**src/rtl/pipeline_flow_pkg.sv**
```systemverilog
// Shared constants and sizing helper for pipeline_flow_ctrl and its skid buffer.
// Latency: none (declarations only).
// Backpressure: none (declarations only).
package pipeline_flow_pkg;

  // The output skid holds at most two beats: one being presented downstream
  // and one caught from the pipeline head while the stall takes effect.
  localparam int SKID_DEPTH = 2;

  typedef logic [1:0] skid_cnt_t;

  localparam skid_cnt_t SKID_FULL = skid_cnt_t'(SKID_DEPTH);

  // Bits needed to count LATENCY valid stages plus a full skid.
  function automatic int occ_width(input int latency);
    return $clog2(latency + 3);
  endfunction

endpackage

```
**src/rtl/pipeline_flow_ctrl_skid.sv**
```systemverilog
// pipeline_skid_buffer: 2-entry register FIFO catching beats leaving the pipeline head (PIPE_FLOW_SKID_EN only).
// Latency: 1 cycle push to out_vld; out_vld/out_dat come straight from registers.
// Backpressure: push ignored when full, pop ignored when empty; flush beats push and pop.
`ifdef PIPE_FLOW_SKID_EN
module pipeline_skid_buffer
  import pipeline_flow_pkg::*;
#(
  parameter int WIDTH = 32
) (
  input  logic             clk,
  input  logic             rst_n,
  input  logic             push,
  input  logic [WIDTH-1:0] push_dat,
  input  logic             pop,
  input  logic             flush,
  output logic             out_vld,
  output logic [WIDTH-1:0] out_dat,
  output logic [1:0]       cnt,
  output logic [1:0]       cnt_nxt
);

  skid_cnt_t        cnt_q, cnt_d;
  logic [WIDTH-1:0] head_q, head_d;
  logic [WIDTH-1:0] tail_q, tail_d;
  logic             do_push;
  logic             do_pop;

  // Entries shift toward head on pop, so head is always the oldest beat.
  always_comb begin
    cnt_d   = cnt_q;
    head_d  = head_q;
    tail_d  = tail_q;
    do_push = push & (cnt_q != SKID_FULL);
    do_pop  = pop & (cnt_q != 2'd0);
    if (flush) begin
      // Stale data is left behind; count alone marks the skid empty.
      cnt_d = 2'd0;
    end else begin
      case ({do_push, do_pop})
        2'b10: begin
          if (cnt_q == 2'd0) begin
            head_d = push_dat;
          end else begin
            tail_d = push_dat;
          end
          cnt_d = cnt_q + 2'd1;
        end
        2'b01: begin
          head_d = tail_q;
          cnt_d  = cnt_q - 2'd1;
        end
        2'b11: begin
          // Count unchanged; the new beat lands behind whatever remains.
          if (cnt_q == 2'd1) begin
            head_d = push_dat;
          end else begin
            head_d = tail_q;
            tail_d = push_dat;
          end
        end
        default: begin
        end
      endcase
    end
  end

  // Skid state registers.
  always_ff @(posedge clk or negedge rst_n) begin
    if (!rst_n) begin
      cnt_q  <= 2'd0;
      head_q <= '0;
      tail_q <= '0;
    end else begin
      cnt_q  <= cnt_d;
      head_q <= head_d;
      tail_q <= tail_d;
    end
  end

  assign out_vld = (cnt_q != 2'd0);
  assign out_dat = head_q;
  assign cnt     = cnt_q;
  assign cnt_nxt = cnt_d;

endmodule
`endif

```
**src/rtl/pipeline_flow_ctrl.sv**
```systemverilog
// pipeline_flow_ctrl: valid tracking and CE control for an external Generic_Pipeline; PIPE_FLOW_SKID_EN adds a 2-entry output skid.
// Latency: LATENCY cycles I->O without skid, LATENCY+1 with PIPE_FLOW_SKID_EN.
// Backpressure: global CE stall; O_READY reaches CE/I_READY combinationally without skid, only via registers with it.
module pipeline_flow_ctrl
  import pipeline_flow_pkg::*;
#(
  parameter int LATENCY = 2,
  parameter int WIDTH   = 32,
  parameter int OCC_W   = 4
) (
  input  logic             CLK,
  input  logic             nRST,
  input  logic             I_VALID,
  output logic             I_READY,
  output logic             CE,
  input  logic [WIDTH-1:0] PIPE_O,
  output logic [WIDTH-1:0] O_DATA,
  output logic             O_VALID,
  input  logic             O_READY,
  input  logic             FLUSH,
  output logic [OCC_W-1:0] OCCUPANCY
);

  localparam int SUM_W = occ_width(LATENCY);

  logic [LATENCY:1] vld_q, vld_d;
  logic [OCC_W-1:0] occ_q, occ_d;
  logic [SUM_W-1:0] occ_sum;
  logic [1:0]       skid_cnt_nxt;
  logic             vld_in;
  logic             last_vld;

  assign last_vld = vld_q[LATENCY];

`ifdef PIPE_FLOW_SKID_EN
  logic [1:0] skid_cnt;
  logic       skid_push;
  logic       skid_pop;

  // Stall only when the head stage holds a beat and the skid has no room for it;
  // this depends on registers alone, so O_READY never reaches CE.
  assign CE        = ~last_vld | (skid_cnt != SKID_FULL);
  assign skid_push = CE & last_vld;
  assign skid_pop  = O_VALID & O_READY;

  pipeline_skid_buffer #(
    .WIDTH (WIDTH)
  ) u_skid (
    .clk      (CLK),
    .rst_n    (nRST),
    .push     (skid_push),
    .push_dat (PIPE_O),
    .pop      (skid_pop),
    .flush    (FLUSH),
    .out_vld  (O_VALID),
    .out_dat  (O_DATA),
    .cnt      (skid_cnt),
    .cnt_nxt  (skid_cnt_nxt)
  );
`else
  // The head beat leaves directly; advancing is safe only if it is taken.
  assign CE           = ~last_vld | O_READY;
  assign O_VALID      = last_vld;
  // Pipeline data is not reset, so hold the output at zero during reset.
  assign O_DATA       = nRST ? PIPE_O : '0;
  assign skid_cnt_nxt = 2'd0;
`endif

  assign I_READY = CE & ~FLUSH & nRST;
  assign vld_in  = I_VALID & I_READY;

  // Valid bits move exactly when pipeline data moves; flush clears them all.
  always_comb begin
    vld_d = vld_q;
    if (FLUSH) begin
      vld_d = '0;
    end else if (CE) begin
      vld_d[1] = vld_in;
      for (int k = 2; k <= LATENCY; k++) begin
        vld_d[k] = vld_q[k-1];
      end
    end
  end

  // Occupancy counts the state being loaded this edge, so it is current once registered.
  always_comb begin
    occ_sum = SUM_W'(skid_cnt_nxt);
    for (int k = 1; k <= LATENCY; k++) begin
      occ_sum = occ_sum + SUM_W'(vld_d[k]);
    end
    occ_d = OCC_W'(occ_sum);
  end

  // Valid shift register and occupancy registers.
  always_ff @(posedge CLK or negedge nRST) begin
    if (!nRST) begin
      vld_q <= '0;
      occ_q <= '0;
    end else begin
      vld_q <= vld_d;
      occ_q <= occ_d;
    end
  end

  assign OCCUPANCY = occ_q;

endmodule

```
**config.mk**
```make
export PLATFORM = sky130hd
export DESIGN_NAME = pipeline_flow_ctrl
export DESIGN_NICKNAME = d
export VERILOG_FILES = /design/src/rtl/pipeline_flow_pkg.sv /design/src/rtl/pipeline_flow_ctrl_skid.sv /design/src/rtl/pipeline_flow_ctrl.sv
export SDC_FILE = /design/constraint.sdc
export NUM_CORES = 1
export LEC_CHECK = 0
export CORE_MARGIN = 3
export CORE_UTILIZATION = 21
export CTS_BUF_LIST = sky130_fd_sc_hd__clkbuf_8
export DETAILED_ROUTE_END_ITERATION = 16
export GPL_ROUTABILITY_DRIVEN = 0
export PLACE_DENSITY = 0.89
export SYNTH_ARGS = -nofsm -noshare
export SYNTH_HDL_FRONTEND = slang
export SYNTH_SLANG_ARGS = --single-unit
```
**constraint.sdc**
```tcl
create_clock -name CLK -period 1.5 [get_ports CLK]
set_input_delay 0.15 -clock CLK [delete_from_list [all_inputs] [get_ports CLK]]
set_output_delay 0.15 -clock CLK [all_outputs]
set_load 0.01 [all_outputs]
```
==> impl_metrics.prom <==
# TYPE chip_impl_metric gauge
chip_impl_metric{name="dieWidth",unit="µm"} 51.4
chip_impl_info{name="critPathKind",value="in2out"} 1
chip_impl_metric{name="synth_area",unit="µm²"} 433
chip_impl_metric{name="post_route_cells_drive_above_1_share",unit="%"} 33.3
chip_impl_metric{name="setup_buffers_after_cts",unit=""} 0
chip_impl_metric{name="critPathMaxFanout",unit=""} 1
chip_impl_info{name="cts_tree",value="yes"} 1
chip_impl_metric{name="core_area",unit="µm²"} 1840
chip_impl_metric{name="globalRouteOverflowTotal",unit=""} 0
chip_impl_metric{name="remaining_drc_errors",unit=""} 0
chip_impl_metric{name="hpwlAfterDp",unit="mm"} 1.88
chip_impl_info{name="hp-class",value="in2async"} 1
chip_impl_info{name="rsz0062_at_grt",value="no"} 1
chip_impl_metric{name="clock_buffers_created_by_tritoncts",unit=""} 3
chip_impl_metric{name="htreeDepth",unit=""} 1
chip_impl_metric{name="finalNetCount",unit=""} 169
chip_impl_metric{name="timing.reg2reg.setup_slack",unit="ns"} 0.17
chip_impl_info{name="endpoint_of_the_worst_setup_timing_path",value="O_DATA[18]"} 1
chip_impl_info{name="worst_setup_path_end_kind",value="output pin"} 1
chip_impl_metric{name="timing.fmax",unit="MHz"} 680
chip_impl_info{name="critPathLaunchType",value="input pin"} 1
chip_impl_metric{name="floorplan.die_area",unit="µm²"} 2640
chip_impl_metric{name="drv_cap",unit=""} 0
chip_impl_metric{name="post_drt_via_cell_ratio",unit=""} 4.00
chip_impl_metric{name="die_height",unit="µm"} 51.4
chip_impl_metric{name="count_of_placed_standard_cells_in_the_final_layout_fillers_left_out",unit=""} 154
chip_impl_metric{name="timing.setup.tns",unit="ns"} 0
chip_impl_metric{name="yosysSeqAreaShare",unit="%"} 23.1
chip_impl_metric{name="clk_pin_slew_worst_paths",unit="ns"} 0.03
chip_impl_metric{name="max_stage_delay",unit="ns"} 0.54
chip_impl_metric{name="initial_antenna_violation_count",unit=""} 0
chip_impl_info{name="crit_path_top_delay_cell",value="sky130_fd_sc_hd__clkdlybuf4s50_1"} 1
chip_impl_metric{name="finalWorstPathRequiredPeriod",unit="ns"} 1.47
chip_impl_metric{name="avgSynthCellArea",unit="µm²"} 8.49
chip_impl_metric{name="global_route.usage.total",unit="%"} 17.1
chip_impl_metric{name="ys_ff_latch",unit=""} 4
chip_impl_metric{name="clk-insertion-delay-late",unit="ns"} 0.21
chip_impl_metric{name="swShare",unit="%"} 23.5
chip_impl_info{name="outcome",value="complete, no violations"} 1
chip_impl_metric{name="antenna_cells_inserted",unit=""} 0
chip_impl_metric{name="placement.io_buffers",unit=""} 73
chip_impl_info{name="ctsRootBufferMaster",value="sky130_fd_sc_hd__clkbuf_8"} 1
chip_impl_metric{name="clock_tree.buffer_depth",unit=""} 2
chip_impl_metric{name="dpl_cell_area",unit="µm²"} 1210
chip_impl_info{name="timing.rr.end",value="OCCUPANCY[0]"} 1
chip_impl_metric{name="antenna_violating_nets_remaining",unit=""} 0
chip_impl_metric{name="postSynthCellCount",unit=""} 51
chip_impl_metric{name="grt_start_max_net_pins",unit=""} 16
chip_impl_metric{name="p_leak",unit="nW"} 0.523
chip_impl_info{name="crit-reg2reg-launch",value="vld_q[2]"} 1
chip_impl_metric{name="layout-area-overhead-vs-synth",unit="%"} 191
chip_impl_metric{name="finalHoldViolCount",unit=""} 0
chip_impl_metric{name="critPathRequiredTime",unit="ns"} 1.35
chip_impl_metric{name="net_switching_power",unit="mW"} 0.150
chip_impl_metric{name="numClockSinks",unit=""} 4
chip_impl_metric{name="final_standard_cell_area_without_fillers",unit="µm²"} 1260
chip_impl_metric{name="number_of_global_route_vias_before_repair",unit=""} 650
chip_impl_metric{name="power_per_cell_area",unit="nW/µm²"} 508
chip_impl_metric{name="netlist-cell-type-count",unit=""} 13
chip_impl_metric{name="initialDrtViolationCount",unit=""} 1
chip_impl_metric{name="report.final.slew_viol_count",unit=""} 0
chip_impl_metric{name="avgRoutedWirePerCell",unit="µm"} 14.7
chip_impl_metric{name="setup_ws",unit="ns"} 0.0301
chip_impl_metric{name="hold_slack",unit="ns"} 0.165
chip_impl_info{name="setup.worst_path.start",value="PIPE_O[18]"} 1
chip_impl_metric{name="global_route_wire_length_before_repair",unit="mm"} 3.35
chip_impl_metric{name="floorplan.io_pins",unit=""} 76
chip_impl_metric{name="start_util",unit="%"} 23.5
chip_impl_metric{name="vdd_drop_max",unit="µV"} 444
chip_impl_metric{name="share_seq_of_total_power",unit="%"} 17.9
chip_impl_metric{name="finalClockSkew",unit="ns"} 0.000664
chip_impl_metric{name="totalWireLength",unit="mm"} 2.27
chip_impl_metric{name="final_core_util",unit="%"} 68.5
chip_impl_metric{name="placed_cells",unit=""} 150
chip_impl_metric{name="timing.reg2reg.worst_path_depth",unit=""} 6
chip_impl_metric{name="preCtsSetupSlack",unit="ns"} -0.233
chip_impl_info{name="path_cells",value="clkdlybuf4s50_1 -> and2_2 -> clkdlybuf4s50_1"} 1
chip_impl_metric{name="yosys_warnings",unit=""} 0
chip_impl_metric{name="p_int",unit="mW"} 0.490
chip_impl_metric{name="finalCritPeriodShare",unit="%"} 98.0
chip_impl_metric{name="rows",unit=""} 15
chip_impl_metric{name="first_pass_iters",unit=""} 2
chip_impl_metric{name="routed-via-count",unit=""} 616
chip_impl_info{name="top_cell_by_count_worst_path",value="sky130_fd_sc_hd__clkdlybuf4s50_1"} 1
chip_impl_metric{name="power_frac_comb",unit="%"} 46.6
chip_impl_metric{name="total_power_draw",unit="mW"} 0.640
chip_impl_metric{name="worst-endpoint-arrival",unit="ns"} 1.32
chip_impl_metric{name="clock_power_share",unit="%"} 35.5
chip_impl_metric{name="timing.final.setup_violations",unit=""} 0
chip_impl_metric{name="n_fill_cell",unit=""} 148
worst min path at each step:
stage	to	cells after the start	start
floorplan	OCCUPANCY[0]	0	nRST
global placement	vld_q[1]	2	vld_q[1]
detailed placement	vld_q[2]	2	vld_q[1]
CTS	vld_q[1]	3	nRST
global route	vld_q[2]	3	nRST
finish	vld_q[1]	3	nRST
sequential cells by signal, indices dropped and copies added, names as in the netlist:
register	cells
vld_q	2
OCCUPANCY	2
repair_timing:
action                                  CTS  global route
hold buffers                              0             0
gates cloned                              1             0
gates resized for setup                   5             2
endpoints found under the setup margin   34            14
cell usage after synthesis:
cell type	count	area share (%)
sky130_fd_sc_hd__nand3_1	1	1.2
sky130_fd_sc_hd__nor2b_4	1	3.2
sky130_fd_sc_hd__nor3b_1	1	1.7
sky130_fd_sc_hd__inv_2	1	0.87
sky130_fd_sc_hd__clkbuf_2	3	3.5
sky130_fd_sc_hd__ha_1	1	2.9
sky130_fd_sc_hd__dfrtp_1	4	23
sky130_fd_sc_hd__and2_2	32	55
sky130_fd_sc_hd__nand2_1	1	0.87
sky130_fd_sc_hd__buf_4	2	3.5
sky130_fd_sc_hd__conb_1	1	0.87
sky130_fd_sc_hd__a21oi_1	1	1.2
sky130_fd_sc_hd__nor2_1	2	1.7
layout make-up:
cell class,count,area (µm²),area share (%)
flip-flops and latches,4,100,7.94
inverters,1,3.75,0.298
clock buffers,3,41.3,3.28
well taps,25,31.3,2.48
multi-input cells,42,303,24.0
repair buffers,79,781,62.0
kinds of logic after synthesis:
logic type	Yosys count	synth area share (%)
AO/OA/AOI/OAI	1	1.15
flip-flops	4	23.1
adder cells (fa/ha/maj)	1	2.89
buffers and inverters	6	7.80
AND/OR/NAND/NOR	38	64.2
other	1	0.866
power by group through the flow:
stage	registers (mW)	clock network, mW	logic, mW
finish	0.115	0.227	0.298
global route	0.115	0.239	0.316
CTS	0.115	0.233	0.299
detailed placement	0.116	0	0.296
global placement	0.116	0	0.288
floorplan	0.118	0	0.0886
worst max-delay path, delay by kind of cell:
kind                   cells  cell delay (ns)
buffers and inverters      2             1.02
and+or+nand+nor            1             0.15
layer usage:
metal  vias up  part of all wire [%]  track usage (%)
met5         -                     0                0
met4         0                   2.0             8.30
met3         4                   8.2             4.96
met2        30                    58             34.5
met1       277                    31             14.7
li1        305                     -                -
placed cells by master (no fill, tap or decap):
cell / instances
sky130_fd_sc_hd__a21oi_1: 1
sky130_fd_sc_hd__and2_2: 32
sky130_fd_sc_hd__buf_4: 4
sky130_fd_sc_hd__buf_6: 2
sky130_fd_sc_hd__clkbuf_8: 3
sky130_fd_sc_hd__clkdlybuf4s15_1: 1
sky130_fd_sc_hd__clkdlybuf4s50_1: 70
sky130_fd_sc_hd__conb_1: 2
sky130_fd_sc_hd__dfrtp_1: 4
sky130_fd_sc_hd__dlygate4sd2_1: 2
sky130_fd_sc_hd__ha_1: 1
sky130_fd_sc_hd__inv_2: 1
sky130_fd_sc_hd__nand2_1: 1
sky130_fd_sc_hd__nand3_1: 1
sky130_fd_sc_hd__nor2_1: 2
sky130_fd_sc_hd__nor2b_4: 1
sky130_fd_sc_hd__nor3b_1: 1
Note: power is estimated with default switching activity, not from simulation.
